File: config.mk
export PLATFORM = sky130hd
export DESIGN_NAME = priority_scan_encoder_flat
export DESIGN_NICKNAME = d
export VERILOG_FILES = /design/src/rtl/bcp_pkg.sv /design/src/rtl/priority_scan_encoder_if.sv /design/src/rtl/prio_enc_param.sv /design/src/rtl/priority_scan_encoder.sv /design/src/flat_wrapper.sv
export SDC_FILE = /design/constraint.sdc
export NUM_CORES = 1
export LEC_CHECK = 0
export CELL_PAD_IN_SITES_DETAIL_PLACEMENT = 2
export CELL_PAD_IN_SITES_GLOBAL_PLACEMENT = 2
export CORE_MARGIN = 10
export CORE_UTILIZATION = 38
export CTS_BUF_LIST = sky130_fd_sc_hd__clkbuf_4 sky130_fd_sc_hd__clkbuf_8
export DETAILED_ROUTE_END_ITERATION = 16
export GPL_TIMING_DRIVEN = 0
export PLACE_DENSITY_LB_ADDON = 0.1
export REMOVE_ABC_BUFFERS = 1
export SETUP_SLACK_MARGIN = 0.2
export SKIP_CTS_REPAIR_TIMING = 1
export SLEW_MARGIN = 20
export SYNTH_ARGS = -nofsm -noshare
export SYNTH_HDL_FRONTEND = slang
export SYNTH_HIERARCHICAL = 1
export SYNTH_SLANG_ARGS = --single-unit
File: constraint.sdc
create_clock -name clk -period 4.65 [get_ports clk]
set_clock_uncertainty 0.2 [all_clocks]
set_input_delay 0.6975 -clock clk [delete_from_list [all_inputs] [get_ports clk]]
set_output_delay 0.6975 -clock clk [all_outputs]
set_load 0.02 [all_outputs]
File: src/rtl/bcp_pkg.sv
// Shared definitions for the BCP datapath blocks.
package bcp_pkg;

    // Scan encoder control state: waiting for a vector, or emitting its indices.
    typedef enum logic {
        IDLE = 1'b0,
        SCAN = 1'b1
    } scan_state_t;

endpackage

File: src/rtl/priority_scan_encoder_if.sv
// Load/output handshake bundle for the priority scan encoder.
// master = the side that feeds vectors and consumes indices; slave = the encoder.
interface priority_scan_encoder_if #(
    parameter int WIDTH = 64
);
    localparam int IDX_W = $clog2(WIDTH);

    logic             load_valid;
    logic             load_ready;
    logic [WIDTH-1:0] load_vec;
    logic             out_valid;
    logic             out_ready;
    logic [IDX_W-1:0] out_idx;
    logic             out_last;
    logic [IDX_W:0]   pend_cnt;
    logic             flush;
    logic             done;

    modport master (
        output load_valid, load_vec, out_ready, flush,
        input  load_ready, out_valid, out_idx, out_last, pend_cnt, done
    );

    modport slave (
        input  load_valid, load_vec, out_ready, flush,
        output load_ready, out_valid, out_idx, out_last, pend_cnt, done
    );

endinterface

File: src/rtl/prio_enc_param.sv
// Parametrised highest-set-bit encoder; purely combinational.
// idx is 0 when nothing is set, so 'any' is the only way to tell index 0 from empty.
module prio_enc_param #(
    parameter  int WIDTH = 64,
    localparam int IDX_W = $clog2(WIDTH)
) (
    input  logic [WIDTH-1:0] vec,
    output logic [IDX_W-1:0] idx,
    output logic             any
);

    // Ascending scan: the last set bit seen is the highest one.
    always_comb begin
        idx = '0;
        for (int i = 0; i < WIDTH; i++) begin
            if (vec[i]) begin
                idx = IDX_W'(i);
            end
        end
    end

    assign any = |vec;

endmodule

File: src/rtl/priority_scan_encoder.sv
// Priority scan encoder: takes a request vector and emits the index of each
// set bit, highest first, one per output handshake.
module priority_scan_encoder
    import bcp_pkg::*;
#(
    parameter int WIDTH = 64
) (
    input  logic                    clk,
    input  logic                    rst_n,
    priority_scan_encoder_if.slave  bus
);

    localparam int IDX_W = $clog2(WIDTH);

    scan_state_t      state_reg;
    logic [WIDTH-1:0] vec_reg;
    logic [IDX_W:0]   cnt_reg;
    logic             done_reg;

    logic [IDX_W-1:0] hi_idx;
    logic             hi_any;
    logic [WIDTH-1:0] clr_mask_next;
    logic             out_fire;

    // Count of set bits, used once when a vector is accepted.
    function automatic logic [IDX_W:0] popcount(input logic [WIDTH-1:0] v);
        logic [IDX_W:0] s;
        s = '0;
        for (int i = 0; i < WIDTH; i++) begin
            s = s + {{IDX_W{1'b0}}, v[i]};
        end
        return s;
    endfunction

    prio_enc_param #(
        .WIDTH (WIDTH)
    ) u_prio_enc (
        .vec (vec_reg),
        .idx (hi_idx),
        .any (hi_any)
    );

    assign clr_mask_next  = ~(WIDTH'(1) << hi_idx);
    assign out_fire       = (state_reg == SCAN) && bus.out_ready;

    assign bus.load_ready = (state_reg == IDLE);
    assign bus.out_valid  = (state_reg == SCAN);
    assign bus.out_idx    = ((state_reg == SCAN) && hi_any) ? hi_idx : '0;
    assign bus.out_last   = (state_reg == SCAN) && (cnt_reg == (IDX_W+1)'(1));
    assign bus.pend_cnt   = cnt_reg;
    assign bus.done       = done_reg;

    // Control FSM: flush dominates, then load in IDLE or index retirement in SCAN.
    always_ff @(posedge clk or negedge rst_n) begin
        if (!rst_n) begin
            state_reg <= IDLE;
            vec_reg   <= '0;
            cnt_reg   <= '0;
            done_reg  <= 1'b0;
        end else begin
            done_reg <= 1'b0;
            if (bus.flush) begin
                state_reg <= IDLE;
                vec_reg   <= '0;
                cnt_reg   <= '0;
            end else begin
                case (state_reg)
                    IDLE: begin
                        if (bus.load_valid) begin
                            if (|bus.load_vec) begin
                                vec_reg   <= bus.load_vec;
                                cnt_reg   <= popcount(bus.load_vec);
                                state_reg <= SCAN;
                            end else begin
                                // Empty vector completes immediately.
                                done_reg <= 1'b1;
                            end
                        end
                    end
                    SCAN: begin
                        if (out_fire) begin
                            vec_reg <= vec_reg & clr_mask_next;
                            cnt_reg <= cnt_reg - (IDX_W+1)'(1);
                            if (cnt_reg == (IDX_W+1)'(1)) begin
                                state_reg <= IDLE;
                                done_reg  <= 1'b1;
                            end
                        end
                    end
                    default: state_reg <= IDLE;
                endcase
            end
        end
    end

endmodule

File: src/flat_wrapper.sv
// flat-port wrapper written by rule: the top's interface ports become plain ports
module priority_scan_encoder_flat import bcp_pkg::*;
#(
    parameter int WIDTH = 64
)
  (clk, rst_n, bus_load_valid, bus_load_vec, bus_out_ready, bus_flush, bus_load_ready, bus_out_valid, bus_out_idx, bus_out_last, bus_pend_cnt, bus_done);
  priority_scan_encoder_if #(.WIDTH(WIDTH)) bus_i ();
  input  logic clk;
  input  logic rst_n;
  input wire logic [$bits(bus_i.load_valid)-1:0] bus_load_valid;
  input wire logic [$bits(bus_i.load_vec)-1:0] bus_load_vec;
  input wire logic [$bits(bus_i.out_ready)-1:0] bus_out_ready;
  input wire logic [$bits(bus_i.flush)-1:0] bus_flush;
  output wire logic [$bits(bus_i.load_ready)-1:0] bus_load_ready;
  output wire logic [$bits(bus_i.out_valid)-1:0] bus_out_valid;
  output wire logic [$bits(bus_i.out_idx)-1:0] bus_out_idx;
  output wire logic [$bits(bus_i.out_last)-1:0] bus_out_last;
  output wire logic [$bits(bus_i.pend_cnt)-1:0] bus_pend_cnt;
  output wire logic [$bits(bus_i.done)-1:0] bus_done;
  assign bus_i.load_valid = bus_load_valid;
  assign bus_i.load_vec = bus_load_vec;
  assign bus_i.out_ready = bus_out_ready;
  assign bus_i.flush = bus_flush;
  assign bus_load_ready = bus_i.load_ready;
  assign bus_out_valid = bus_i.out_valid;
  assign bus_out_idx = bus_i.out_idx;
  assign bus_out_last = bus_i.out_last;
  assign bus_pend_cnt = bus_i.pend_cnt;
  assign bus_done = bus_i.done;
  priority_scan_encoder #(.WIDTH(WIDTH)) u_core (.clk(clk), .rst_n(rst_n), .bus(bus_i));
endmodule
==> results <==
- The flow ran to the end, but the final reports show violations.
- The final reports fail on negative setup slack.
- The path class of the lowest-slack min-delay path is input port to async pin.
- Entering global routing, the biggest net connects between 50 and 60 pins.
- The final worst-path setup slack is -1.97 ns.
- The insertion delay of the later-clocked pin in the worst-skew pair is between 0.3 and 0.4 ns.
- The number of global-route vias before repair is around 7400.
- For this run, the detailed router's first-pass iteration total came to 5.
- The die height is 151 um.
- In this run the power density over the cells is between 1000 and 1500 nW/um^2.
- The post-placement worst setup slack is -2.84 ns.
- The register with the most flip-flops in the layout has 64 of them.
- The register clock-pin slew on the reported worst setup and hold paths is 0.10 ns.
- Of the total synthesized cell area, the portion taken by XOR and XNOR cells is 0.00401.
- The number of remaining DRC errors is 0.
- The overall via count from detail_route is 6797.
- Of the available clock period, the critical path in the final layout requires 1.42.
- The wire length of the first global-routing pass is between 40 and 50 mm.
- No sink is reached through more buffers than the 2 on the longest clock path.
- The total count of hold-check failures in the final report was 0.
- The most frequent cell on the critical path is sky130_fd_sc_hd__fa_2.
- The floorplan step defined a die boundary enclosing roughly 23000 um^2.
- In the final layout, the share of cells above drive strength 1 is 0.123.
- The share of synthesized area in the top cell type comes to 0.279.
- The worst pin sits at a relative slew slack of 0.323.
- The total of warnings raised by yosys is 6.
- The max-slew violation count is 0.
- Sorting the synthesized cells by area gives the leading types as sky130_fd_sc_hd__dfrtp_1 (28%), sky130_fd_sc_hd__fa_1 (16%), sky130_fd_sc_hd__o21ai_0 (6.2%).
- met2 is the most crowded layer.
- The share of the Yosys chip area taken by registers is 0.279.
- In this design, the stage delay of the slowest critical-path cell is between 0.6 and 0.7 ns.
- Setup violations remaining at the end of the flow were counted as 7.
- The detailed router's first-iteration violation count is 512.
- After layout, the minimum clock period comes to 6.62 ns.
- The die is 151 um wide.
- The sum of routed wire length over all layers is ~31 mm.
- VDD sags by at most 2.26 mV.
- The signal on the critical path passes through clkdlybuf4s50_1 -> fa_1 -> inv_2 -> fa_2 -> fa_2 -> fa_2 -> fa_2 -> fa_2 -> fa_2 -> inv_2 -> ha_4 -> fa_2 -> a211oi_2 -> o21ai_0 -> o32ai_1 -> a22o_1.
- The slowest stage of the critical path is the sky130_fd_sc_hd__fa_1 cell.
- The main combinational cell family by area after synthesis is compound AO/OA/AOI/OAI gates.
- The leading register cell type out of synthesis is sky130_fd_sc_hd__dfrtp_1.
- Clock tree synthesis found a total of 73 sinks.
- The highest net fanout along the worst path is 3.
- The final weighted congestion in routability-driven placement is ~0.96.
- Counting tap cells, the placed design contains a total of roughly 1000 instances.
- The library cell with the largest summed area after synthesis is sky130_fd_sc_hd__dfrtp_1.
- between 80 and 90 I/O pins were placed.
- The element type at the critical path end is a flip-flop.
- For the pin with the worst max-slew slack, the measured transition is slightly above 1 ns.
- Derived from the worst setup path, the maximum achievable clock frequency is ~150 MHz.
- For this design the static power due to leakage is between 3 and 4 nW.
- The compound-gate portion of the synthesized area is 0.263.
- The aggregate global-route resource usage is 0.269.
- In this run, CTS created clock tree buffers numbering 9.
- Measured against the total synthesized area, the mux share comes to 0.00153.
- Data on the critical path is required at its endpoint by 4.77 ns.
- The post-route non-filler standard cell count is a little over 1000.
- The floorplan core area is 16800 um^2.
- The synthesized-area fraction occupied by and/or/nand/nor cells is 0.158.
- The routed length per instance is just over 30 um.
- The half-perimeter wire length after placement is around 23 mm.
- For this run, global-route usage on met1 was measured as 0.319.
- The accumulated negative setup slack is -11.88 ns.
- The number of flops mapped to enable cells by yosys is 0.
- The count of antenna-violating nets left after detailed routing is 0.
- In the global route stage, met2 resource usage came out at 0.459.
- The share of flip-flops with an asynchronous set or reset is 1.00.
- The count of input and output buffers is 85.
- Setup repair after global routing could not meet its margin everywhere.
- After synthesis the cells add up to about 6600 um^2.
- TritonCTS built the clock tree.
- Across the run, the number of max-cap violations was 0.
- CTS built an H-tree with a depth of 3.
- The instance count of the mapped netlist is 738.
- 0 antenna diodes ended up in the layout.
- The cell sitting at the root of the clock tree is a sky130_fd_sc_hd__clkbuf_8.
- The effective utilization at floorplan is 0.391.
- The kind of start point of the critical path is an input port.
- The mean instance size in the synthesized netlist is roughly 9 um^2.
- The initial antenna violation count is 0.
- The arrival time of the worst setup path is ~6.7 ns.
- The via density per instance is 6.63.
- The fraction of met3 tracks used by global routing is 0.0585.
- The smallest hold slack is slightly above 0.09 ns.
- The count of cell types in the netlist is 60.
- Of the total synthesized cell area, the portion taken by full adders, half adders and majority gates is 0.199.
- Overall power consumption after layout is estimated at between 8 and 9 mW.
- The area growth from synthesis to layout is 20.6%.
- The worst setup path is of the input port to flip-flop kind.
- The net count of the finished layout is 941.
- The global-route congestion overflow total is 0.
- The number of placement rows is between 40 and 50.
- After synthesis the netlist holds a flip-flop and latch count of between 70 and 80.
[metal layers]
metal  wire length, um  part of all wire
met5                 0                 0
met3              2370             0.075
met1             12200              0.39
met2             15500              0.49
met4              1390             0.044
[layout by cell type, fill, tap and decap left out, types with 11 or more instances in the layout]
cell type                         instances
sky130_fd_sc_hd__dlymetal6s2s_1          15
sky130_fd_sc_hd__clkdlybuf4s50_1         50
sky130_fd_sc_hd__dfrtp_1                 72
sky130_fd_sc_hd__inv_2                   11
sky130_fd_sc_hd__a32o_1                  24
sky130_fd_sc_hd__nor4_1                  28
sky130_fd_sc_hd__clkbuf_8                11
sky130_fd_sc_hd__inv_1                   94
sky130_fd_sc_hd__ha_1                    17
sky130_fd_sc_hd__a31oi_1                 45
sky130_fd_sc_hd__o21ai_0                 80
sky130_fd_sc_hd__nand2_1                 27
sky130_fd_sc_hd__nand3_1                 36
sky130_fd_sc_hd__fa_1                    45
sky130_fd_sc_hd__a22o_1                  45
sky130_fd_sc_hd__nor2_1                  30
[final timing paths]
check | from | endpoint | slack [ns] | depth (start not counted)
setup reg to reg | u_core/vec_reg[21] | u_core/vec_reg[15] | 0.73 | 9
max in group asynchronous | rst_n | u_core/bus.out_valid | 3.52 | 2
setup / recovery | bus_load_vec[50] | u_core/bus.pend_cnt[4] | -1.97 | 16
hold reg to reg | u_core/bus.pend_cnt[3] | u_core/bus.pend_cnt[3] | 0.37 | 1
hold / removal | rst_n | u_core/vec_reg[27] | 0.09 | 1
min in group clk | bus_load_vec[37] | u_core/vec_reg[37] | 0.36 | 2
[where the power goes]
group / leakage [nW] / internal [mW] / switching, mW
Clock: 0.0969 / 0.241 / 0.286
Sequential: 0.981 / 0.699 / 0.0845
Combinational: 2.48 / 2.94 / 3.75
[synthesized netlist by cell type, types with 18 or more instances]
master / count
sky130_fd_sc_hd__a22o_1: 45
sky130_fd_sc_hd__o21ai_0: 81
sky130_fd_sc_hd__nand3_1: 36
sky130_fd_sc_hd__ha_1: 18
sky130_fd_sc_hd__nor4_1: 28
sky130_fd_sc_hd__clkbuf_1: 27
sky130_fd_sc_hd__inv_1: 106
sky130_fd_sc_hd__nand2_1: 28
sky130_fd_sc_hd__fa_1: 54
sky130_fd_sc_hd__nor2_1: 32
sky130_fd_sc_hd__a32o_1: 24
sky130_fd_sc_hd__dfrtp_1: 73
sky130_fd_sc_hd__a31oi_1: 45
[worst max-delay path: cells and delay by family]
| kind | cells | cell delay (ns) |
|---|---|---|
| AO/OA/AOI/OAI | 4 | 0.90 |
| buffers and inverters | 3 | 0.76 |
| adder cells (fa/ha/maj) | 9 | 4.37 |
[final cells by class]
type / count / area (um^2)
fill: 1809 / 8860
timing repair buffer: 96 / 997
tap: 220 / 275
sequential: 73 / 1830
inverter: 106 / 400
clock inverter: 2 / 12.5
multi-input combinational: 514 / 4220
clock buffer: 14 / 174
[per-stage QoR]
step | util | cell area [um^2]
after floorplan | - | 6330
after global placement | 0.445 | 7450
after detailed placement | 0.454 | 7610
after CTS | 0.465 | 7790
after global routing | 0.472 | 7900
final | 0.472 | 7900
[logic make-up (layout without fill, tap and decap cells)]
kind of cell    Yosys count  after routing
buf+inv                 151            218
mux                       1              1
fa+ha+maj                72             72
xor+xnor                  3              3
compound gates          248            248
flops                    73             73
simple gates            190            190
No activity file was read; power rests on OpenSTA's default activity.
